File: src/rtl/camera_pixel_assembler.sv
// camera_pixel_assembler
//
// Turns the parallel DVP byte stream of an image sensor into 16-bit RGB565
// pixels in the system clock domain. The camera pins are oversampled by
// clk_in. Every PCLK rising edge seen on the synchronized copy is an "edge
// cycle", and the framing state machine advances only on edge cycles.
// Coordinates and a frame-start strobe go to the frame buffer writer.
//
// Ports
//   clk_in            system clock
//   rst_in            asynchronous, active-high reset
//   camera_pclk_in    raw camera pixel clock (sampled as data)
//   camera_hs_in      raw HREF, high while line bytes are present
//   camera_vs_in      raw VSYNC, high during vertical blanking
//   camera_data_in    raw camera byte
//   pixel_valid_out   one-cycle strobe, pixel fields valid
//   pixel_data_out    {first byte, second byte}, holds between strobes
//   pixel_hcount_out  column of the pixel, holds between strobes
//   pixel_vcount_out  row of the pixel, holds between strobes
//   frame_start_out   one-cycle strobe at the VSYNC falling edge
//   line_error_out    one-cycle strobe when a line ends on an odd byte
//
// Handshake: pixel_valid_out is a pure strobe. There is no ready and no
// backpressure, so the consumer must take the fields in the strobe cycle.
module camera_pixel_assembler #(
    parameter int H_ACTIVE = 1280,
    parameter int V_ACTIVE = 720
) (
    input  logic                        clk_in,
    input  logic                        rst_in,
    input  logic                        camera_pclk_in,
    input  logic                        camera_hs_in,
    input  logic                        camera_vs_in,
    input  logic [7:0]                  camera_data_in,
    output logic                        pixel_valid_out,
    output logic [15:0]                 pixel_data_out,
    output logic [$clog2(H_ACTIVE)-1:0] pixel_hcount_out,
    output logic [$clog2(V_ACTIVE)-1:0] pixel_vcount_out,
    output logic                        frame_start_out,
    output logic                        line_error_out
);

    localparam int HOW = $clog2(H_ACTIVE);
    localparam int VOW = $clog2(V_ACTIVE);
    // One extra bit so the counters can rest at the saturation value.
    localparam int HCW = HOW + 1;
    localparam int VCW = VOW + 1;
    localparam logic [HCW-1:0] H_LIMIT = HCW'(H_ACTIVE);
    localparam logic [VCW-1:0] V_LIMIT = VCW'(V_ACTIVE);

    typedef enum logic [1:0] {
        WAIT_FRAME = 2'd0,
        BLANK      = 2'd1,
        ACTIVE     = 2'd2
    } state_t;

    // All camera inputs share one identical two-flop chain, so they stay
    // mutually aligned. The third PCLK flop provides the rising-edge detect.
    logic       pclk_s1, pclk_s2, pclk_d;
    logic       hs_s1, hs_s2;
    logic       vs_s1, vs_s2;
    logic [7:0] data_s1, data_s2;
    logic       pclk_rise;

    state_t           state, state_n;
    logic [HCW-1:0]   hcount, hcount_n;
    logic [VCW-1:0]   vcount, vcount_n;
    logic             phase, phase_n;
    logic [7:0]       hi_byte, hi_byte_n;
    logic             hs_prev, hs_prev_n;

    logic             valid_n, frame_start_n, line_error_n;
    logic [15:0]      data_n;
    logic [HOW-1:0]   hout_n;
    logic [VOW-1:0]   vout_n;

    always_ff @(posedge clk_in or posedge rst_in) begin
        if (rst_in) begin
            pclk_s1 <= 1'b0;
            pclk_s2 <= 1'b0;
            pclk_d  <= 1'b0;
            hs_s1   <= 1'b0;
            hs_s2   <= 1'b0;
            vs_s1   <= 1'b0;
            vs_s2   <= 1'b0;
            data_s1 <= 8'd0;
            data_s2 <= 8'd0;
        end else begin
            pclk_s1 <= camera_pclk_in;
            pclk_s2 <= pclk_s1;
            pclk_d  <= pclk_s2;
            hs_s1   <= camera_hs_in;
            hs_s2   <= hs_s1;
            vs_s1   <= camera_vs_in;
            vs_s2   <= vs_s1;
            data_s1 <= camera_data_in;
            data_s2 <= data_s1;
        end
    end

    assign pclk_rise = pclk_s2 & ~pclk_d;

    always_comb begin
        state_n       = state;
        hcount_n      = hcount;
        vcount_n      = vcount;
        phase_n       = phase;
        hi_byte_n     = hi_byte;
        hs_prev_n     = hs_prev;
        valid_n       = 1'b0;
        frame_start_n = 1'b0;
        line_error_n  = 1'b0;
        data_n        = pixel_data_out;
        hout_n        = pixel_hcount_out;
        vout_n        = pixel_vcount_out;

        if (pclk_rise) begin
            case (state)
                WAIT_FRAME: begin
                    // Only a full VSYNC blanking period can start a frame,
                    // so a partial frame after reset is never emitted.
                    hs_prev_n = 1'b0;
                    if (vs_s2) begin
                        state_n = BLANK;
                    end
                end
                BLANK: begin
                    hcount_n  = '0;
                    vcount_n  = '0;
                    phase_n   = 1'b0;
                    hs_prev_n = 1'b0;
                    if (!vs_s2) begin
                        state_n       = ACTIVE;
                        frame_start_n = 1'b1;
                    end
                end
                ACTIVE: begin
                    hs_prev_n = hs_s2;
                    if (vs_s2) begin
                        // VSYNC wins over a simultaneous HREF fall: a frame
                        // cut mid-line is not reported as a line error.
                        state_n = BLANK;
                    end else if (hs_s2) begin
                        if (!phase) begin
                            hi_byte_n = data_s2;
                            phase_n   = 1'b1;
                        end else begin
                            if ((hcount < H_LIMIT) && (vcount < V_LIMIT)) begin
                                valid_n = 1'b1;
                                data_n  = {hi_byte, data_s2};
                                hout_n  = hcount[HOW-1:0];
                                vout_n  = vcount[VOW-1:0];
                            end
                            if (hcount != H_LIMIT) begin
                                hcount_n = hcount + HCW'(1);
                            end
                            phase_n = 1'b0;
                        end
                    end else if (hs_prev) begin
                        // HREF falling edge closes the line.
                        line_error_n = phase;
                        if (vcount != V_LIMIT) begin
                            vcount_n = vcount + VCW'(1);
                        end
                        hcount_n = '0;
                        phase_n  = 1'b0;
                    end
                end
                default: begin
                    state_n = WAIT_FRAME;
                end
            endcase
        end
    end

    always_ff @(posedge clk_in or posedge rst_in) begin
        if (rst_in) begin
            state            <= WAIT_FRAME;
            hcount           <= '0;
            vcount           <= '0;
            phase            <= 1'b0;
            hi_byte          <= 8'd0;
            hs_prev          <= 1'b0;
            pixel_valid_out  <= 1'b0;
            pixel_data_out   <= 16'd0;
            pixel_hcount_out <= '0;
            pixel_vcount_out <= '0;
            frame_start_out  <= 1'b0;
            line_error_out   <= 1'b0;
        end else begin
            state            <= state_n;
            hcount           <= hcount_n;
            vcount           <= vcount_n;
            phase            <= phase_n;
            hi_byte          <= hi_byte_n;
            hs_prev          <= hs_prev_n;
            pixel_valid_out  <= valid_n;
            pixel_data_out   <= data_n;
            pixel_hcount_out <= hout_n;
            pixel_vcount_out <= vout_n;
            frame_start_out  <= frame_start_n;
            line_error_out   <= line_error_n;
        end
    end

endmodule

File: config.mk
export PLATFORM = sky130hd
export DESIGN_NAME = camera_pixel_assembler
export DESIGN_NICKNAME = d
export VERILOG_FILES = /design/src/rtl/camera_pixel_assembler.sv
export SDC_FILE = /design/constraint.sdc
export NUM_CORES = 1
export LEC_CHECK = 0
export CAP_MARGIN = 10
export CELL_PAD_IN_SITES_DETAIL_PLACEMENT = 1
export CELL_PAD_IN_SITES_GLOBAL_PLACEMENT = 2
export CORE_MARGIN = 4
export CORE_UTILIZATION = 38
export DETAILED_ROUTE_END_ITERATION = 10
export PLACE_DENSITY = 0.79
export SYNTH_ARGS = -nofsm -noshare
export SYNTH_HDL_FRONTEND = slang
export SYNTH_SLANG_ARGS = --single-unit
File: constraint.sdc
create_clock -name clk_in -period 4.05 [get_ports clk_in]
set_input_delay 0.6075 -clock clk_in [delete_from_list [all_inputs] [get_ports clk_in]]
set_output_delay 0.6075 -clock clk_in [all_outputs]
set_load 0.1 [all_outputs]
==> summary.md, run 1 <==
| Metric | Value |
|---|---|
| # IOs | `53` |
| Sw Ratio | `27.6%` |
| Final Hold Viols | `0` |
| DR vias/cell | `5.10` |
| CTS tree | `yes` |
| Clock period minus worst slack | `2790 ps` |
| Hold_sp | `pclk_s1` |
| PwrDens | `374 mW/mm²` |
| Cell breakdown of the critical path | `nor2b_2 > nand2_4 > a2111o_1 > nor4_4 > buf_12 > mux2_2` |
| Post-DP Area | `0.00469 mm²` |
| Slowest CP cell | `nor4_4` |
| Worst EP required | `4300 ps` |
| Vias | `2549` |
| Wirelength per Cell | `16.5 µm` |
| Psw | `0.505 mW` |
| Worst-case clock buffer depth | `2` |
| Syn Nets | `320` |
| Synth Area per Inst | `13.3 µm²` |
| Sequential cell area | `0.00245 mm²` |
| Drt total wl | `8250 µm` |
| First drt pass iteration count | `4` |
| CTS resizes | `0` |
| Clock skew | `15.4 ps` |
| Area grow syn2layout | `21.4%` |
| GRT overflow | `0` |
| Max stage delay on crit path | `510 ps` |
| Root buffer cell | `clkbuf_8` |
| Worst path arrival time | `3040 ps` |
| Yosys cell types | `41` |
| Post-route clock period utilization | `68.8%` |
| Maximum fanout along the worst path | `31` |
| Mapped Area | `0.00403 mm²` |
| Area occupied by multi-input gates | `0.00147 mm²` |
| Clock power frac | `33.8%` |
| Mapped Cells | `303` |
| Sink Count | `98` |
| Number of synthesized register bits | `98` |
| Placed cell count | `484` |
| Status | `finished, final reports clean` |
| RSZ-0062 raised after global routing | `false` |
| Syn. warnings | `0` |
| Total of max-cap violations | `0` |
| Critical register-to-register path startpoint | `state[0]` |
| First-pass GRT wire length | `14300 µm` |
| Setup crit end kind | `register` |
| Post-CTS Setup Bufs | `0` |
| Largest net degree at the start of global routing | `49` |
| Seq/Total Area, Yosys | `60.9%` |
| Number of port buffers | `52` |
| VDD IR max | `0.145 mV` |
| Rel. slew slack | `23.3%` |
| Pint | `1.32 mW` |
| H-tree levels | `3` |
| Layout cell share with drive strength beyond 1 | `19.8%` |
| HPWL after DPL | `5780 µm` |
| DIE WIDTH | `111 µm` |
| Final instance area | `0.00489 mm²` |
| Final setup viols | `0` |
| Top delay family on crit path | `simple AND/OR/NAND/NOR gates` |
| CP startpoint | `state[0]` |
| Type of origin of the critical path | `register` |
| Die Area | `0.0123 mm²` |
| Residual DRC | `0` |
| All-layer global routing usage | `14.3%` |
| Hold slack | `356 ps` |
| Cts hold-fix bufs | `0` |
| N_diodes | `0` |
| Comb pwr share | `8.5%` |
| Sequential share of power | `57.7%` |
| Routability Congestion | `0.769` |
| Clk slew on worst S/H paths | `100 ps` |
| Std-Cell Rows | `37` |
| WS Path Type | `register to register` |
| CORE AREA | `0.0103 mm²` |
| DR iter-0 viols | `76` |
| Final Non-Filler Cells | `500` |
| Measured slew at the worst slew-check pin | `1150 ps` |
| Nets | `376` |
| Clock Latency Late Sink | `360 ps` |
| Final ANT Viol Nets | `0` |
| Vias in the first global route | `2702` |
| Commonest non-fill, non-tap cells in the layout | `dfrtp_1 (98), clkdlybuf4s50_1 (52), mux2_4 (30)` |
| Initial antenna violation count | `0` |
| Commonest non-fill, non-tap cell in the layout | `dfrtp_1` |
| Fin. max-slew vios | `0` |
| Cts bufs inserted | `9` |
| Fillers | `1062` |
| Hold Crit Class | `register to register` |
| Lkg Pwr | `2.13 nW` |
| Final setup TNS | `0 ps` |
| Buffers & Inverters on Critical Path | `1` |
| Fmax | `0.359 GHz` |
| Die height | `111 µm` |
| Initial Utilization | `39.0%` |
==> power by group through the flow <==
stage | Clock [mW] | Combinational (mW) | Sequential (mW)
after floorplan | 0 | 0.0872 | 1.09
after global placement | 0 | 0.154 | 1.07
after detailed placement | 0 | 0.159 | 1.08
after CTS | 0.644 | 0.159 | 1.06
after global routing | 0.686 | 0.174 | 1.06
final | 0.617 | 0.155 | 1.06
==> cell usage after synthesis, drive strengths merged <==
| library cell | count | area, µm² |
|---|---|---|
| nand4 | 5 | 31.3 |
| nor3 | 1 | 5.00 |
| o21ai | 22 | 110 |
| and4 | 1 | 8.76 |
| nand2 | 18 | 75.1 |
| inv | 8 | 30.0 |
| or3b | 1 | 8.76 |
| or4 | 5 | 37.5 |
| a22o | 1 | 8.76 |
| nand4b | 1 | 8.76 |
| o41ai | 2 | 17.5 |
| dfrtp | 98 | 2450 |
| a221oi | 1 | 15.0 |
| o22ai | 1 | 6.26 |
| nor4 | 2 | 27.5 |
| a31oi | 1 | 6.26 |
| mux2 | 45 | 619 |
| a21oi | 9 | 45.0 |
| o211ai | 1 | 7.51 |
| and2 | 1 | 6.26 |
| a2111o | 1 | 11.3 |
| buf | 4 | 45.0 |
| ha | 4 | 50.1 |
| nor2 | 21 | 78.8 |
| o31ai | 10 | 75.1 |
| nand2b | 4 | 25.0 |
| clkbuf | 7 | 26.3 |
| xor2 | 3 | 26.3 |
| and3 | 3 | 18.8 |
| nor2b | 1 | 8.76 |
| nor4b | 3 | 26.3 |
| o21a | 1 | 7.51 |
| or3 | 2 | 12.5 |
| or2b | 1 | 7.51 |
| nand4bb | 1 | 11.3 |
| or2 | 2 | 12.5 |
| nand3 | 11 | 55.1 |
==> worst paths after layout <==
kind | end | slack [ps] | cells after the start
worst max-delay path | pixel_vcount_out[6] | 1260 | 6
worst min-delay path | pclk_s2 | 360 | 0
worst max register to register | pixel_vcount_out[6] | 1260 | 6
worst min register to register | pclk_s2 | 360 | 0
max in group asynchronous | hcount[9] | 2590 | 3
min in group asynchronous | data_s1[2] | 660 | 2
==> registers in the layout, indices dropped and copies added, names as in the netlist, 2 cells and up <==
| signal | count |
|---|---|
| data_s1 | 8 |
| data_s2 | 8 |
| hcount | 12 |
| hi_byte | 8 |
| pixel_data_out | 16 |
| pixel_hcount_out | 11 |
| pixel_vcount_out | 10 |
| state | 2 |
| vcount | 11 |
==> logic make-up (layout without fill, tap and decap cells) <==
family	after synthesis	count (layout)	share of synthesized area, %
xor gates and xnor gates	3	3	0.653
buffers and inverters	19	80	2.52
and+or+nand+nor	84	84	11.6
AOI/OAI and AO/OA	50	50	7.71
muxes	45	45	15.4
DFF	98	98	60.9
adders and majority gates	4	4	1.24
==> metrics by stage <==
step / setup WS, ps / util [%] / power [mW]
4_1_cts: 1250 / 47.3 / 1.86
3_3_place_gp: 1380 / 45.4 / 1.22
5_1_grt: 1060 / 47.3 / 1.92
2_1_floorplan: 880 / - / 1.18
6_report: 1260 / 47.3 / 1.83
3_5_place_dp: 1250 / 45.4 / 1.23
==> final cells by class <==
| cell class | count | share of cell area (%) |
|---|---|---|
| multi-input combinational | 186 | 30.1 |
| clock inverter | 7 | 1.51 |
| tap | 136 | 3.48 |
| timing repair buffer | 56 | 11.5 |
| inverter | 8 | 0.666 |
| sequential | 98 | 50.2 |
| clock buffer | 9 | 2.53 |
==> metal layers <==
metal,vias to the layer above,part of all wire [%],track usage (%)
met5,-,0,0
met4,0,1.1,3.69
met3,9,3.5,3.28
met2,45,49,23.8
met1,1292,46,19.0
li1,1203,-,-
Power figures use the tool's default switching activity.
==> run 2: changes to the inputs <==
Clock period 4.05 ns to 2.8 ns, I/O delays scaled along.
==> run 2 against run 1 <==
Net effect: count of clock-buffer cells in the layout did not move; clock power grew 61%; sequential cell count unchanged; cell count is 0.40% higher; cell area decreased by 0.95%; largest cell class unchanged.
==> summary.md, run 2 (synthesis gave the netlist of run 1 again) <==
| Metric | Value |
|---|---|
| Clock power frac | `36.2%` |
| Drt total wl | `8100 µm` |
| H-tree levels | `3` |
| VDD IR max | `0.276 mV` |
| Measured slew at the worst slew-check pin | `745 ps` |
| Final setup viols | `0` |
| Largest regs | `pixel_data_out x16, hcount x12` |
| First drt pass iteration count | `4` |
| Residual DRC | `0` |
| DIE WIDTH | `111 µm` |
| Number of port buffers | `52` |
| Comb pwr share | `8.2%` |
| # IOs | `53` |
| Pint | `2.01 mW` |
| Final ANT Viol Nets | `0` |
| Clock Latency Late Sink | `360 ps` |
| Clock period minus worst slack | `2500 ps` |
| Vias | `2529` |
| Post-route clock period utilization | `89.4%` |
| Reg with most FFs | `pixel_data_out` |
| Wirelength per Cell | `16.1 µm` |
| Psw | `0.738 mW` |
| DR vias/cell | `5.04` |
| Area grow syn2layout | `20.3%` |
| Cts bufs inserted | `9` |
| Clock skew | `14.6 ps` |
| Layout cell share with drive strength beyond 1 | `31.1%` |
| Cts hold-fix bufs | `0` |
| Total of max-cap violations | `0` |
| Std-Cell Rows | `37` |
| PwrDens | `567 mW/mm²` |
| Die Area | `0.0123 mm²` |
| DR iter-0 viols | `71` |
| Setup crit end kind | `register` |
| Lkg Pwr | `2.23 nW` |
| Worst path arrival time | `2750 ps` |
| GRT overflow | `0` |
| Max FFs per register | `16` |
| Commonest non-fill, non-tap cell in the layout | `dfrtp_1` |
| Final Hold Viols | `0` |
| Sequential share of power | `55.6%` |
| Worst-case clock buffer depth | `2` |
| CTS tree | `yes` |
| Root buffer cell | `clkbuf_8` |
| CTS resizes | `0` |
| Maximum fanout along the worst path | `34` |
| Fmax | `0.400 GHz` |
| Routability Congestion | `0.755` |
| Rel. slew slack | `49.9%` |
| HPWL after DPL | `5580 µm` |
| All-layer global routing usage | `14.1%` |
| Initial Utilization | `39.0%` |
| Post-CTS Setup Bufs | `0` |
| CORE AREA | `0.0103 mm²` |
| Post-DP Area | `0.00462 mm²` |
| Commonest non-fill, non-tap cells in the layout | `dfrtp_1 (98), buf_4 (44), mux2_4 (30)` |
| Final instance area | `0.00484 mm²` |
| Sink Count | `98` |
| Worst EP required | `3050 ps` |
| Hold_sp | `data_s1[7]` |
| Sw Ratio | `26.9%` |
| Clk slew on worst S/H paths | `100 ps` |
| Fillers | `1088` |
| Initial antenna violation count | `0` |
| Hold Crit Class | `register to register` |
| RSZ-0062 raised after global routing | `false` |
| Final setup TNS | `0 ps` |
| First-pass GRT wire length | `14200 µm` |
| Critical register-to-register path startpoint | `state[0]` |
| N_diodes | `0` |
| CP startpoint | `state[0]` |
| Die height | `111 µm` |
| Type of origin of the critical path | `register` |
| WS Path Type | `register to register` |
| Status | `finished, final reports clean` |
| Vias in the first global route | `2731` |
| Nets | `378` |
| Fin. max-slew vios | `0` |
| Largest net degree at the start of global routing | `99` |
run 2: worst paths after layout:
path	endpoint	slack (ps)	cells after the start
worst max-delay path	pixel_vcount_out[6]	300	6
worst min-delay path	data_s2[7]	360	0
worst max register to register	pixel_vcount_out[6]	300	6
worst min register to register	data_s2[7]	360	0
max in group asynchronous	pixel_valid_out	1880	3
min in group asynchronous	data_s2[2]	540	3
run 2: layout make-up:
type / count / area, µm² / area share, %
flip-flops and latches: 98 / 2450 / 50.7
multi-input cells: 186 / 1470 / 30.4
repair buffers: 58 / 490 / 10.1
well taps: 136 / 170 / 3.52
clock buffers: 9 / 124 / 2.56
clock inverters: 7 / 98.8 / 2.04
inverters: 8 / 33.8 / 0.698
run 2: metal layers:
layer | vias up | GRT usage [%] | part of all wire [%]
met1 | 1288 | 18.7 | 46
li1 | 1197 | - | -
met4 | 0 | 3.45 | 0.52
met5 | - | 0 | 0
met2 | 40 | 23.3 | 49
met3 | 4 | 3.44 | 3.6
run 2: power groups by stage:
stage / clock [mW] / combinational (mW) / sequential (mW)
floorplan: 0 / 0.126 / 1.58
global placement: 0 / 0.225 / 1.55
detailed placement: 0 / 0.230 / 1.56
CTS: 1.03 / 0.230 / 1.53
global route: 1.09 / 0.253 / 1.54
finish: 0.993 / 0.224 / 1.53
run 2: worst max-delay path: stages (launching register included):
cell	delay [ps]
dfrtp_1	460
nor2b_2	400
nand2_4	160
a2111o_1	460
nor4_4	220
buf_12	300
mux2_2	380
run 2: stage by stage:
step                      hold slack [ps]  setup slack, ps  cells  power (mW)  util, %
after global routing                  369              169    502        2.88     46.9
after global placement                332              398    486        1.77     44.7
after floorplan                       331              512    303        1.71        -
final                                 355              298    502        2.74     46.9
after detailed placement              336              288    486        1.79     44.7
after CTS                             361              283    502        2.79     46.9
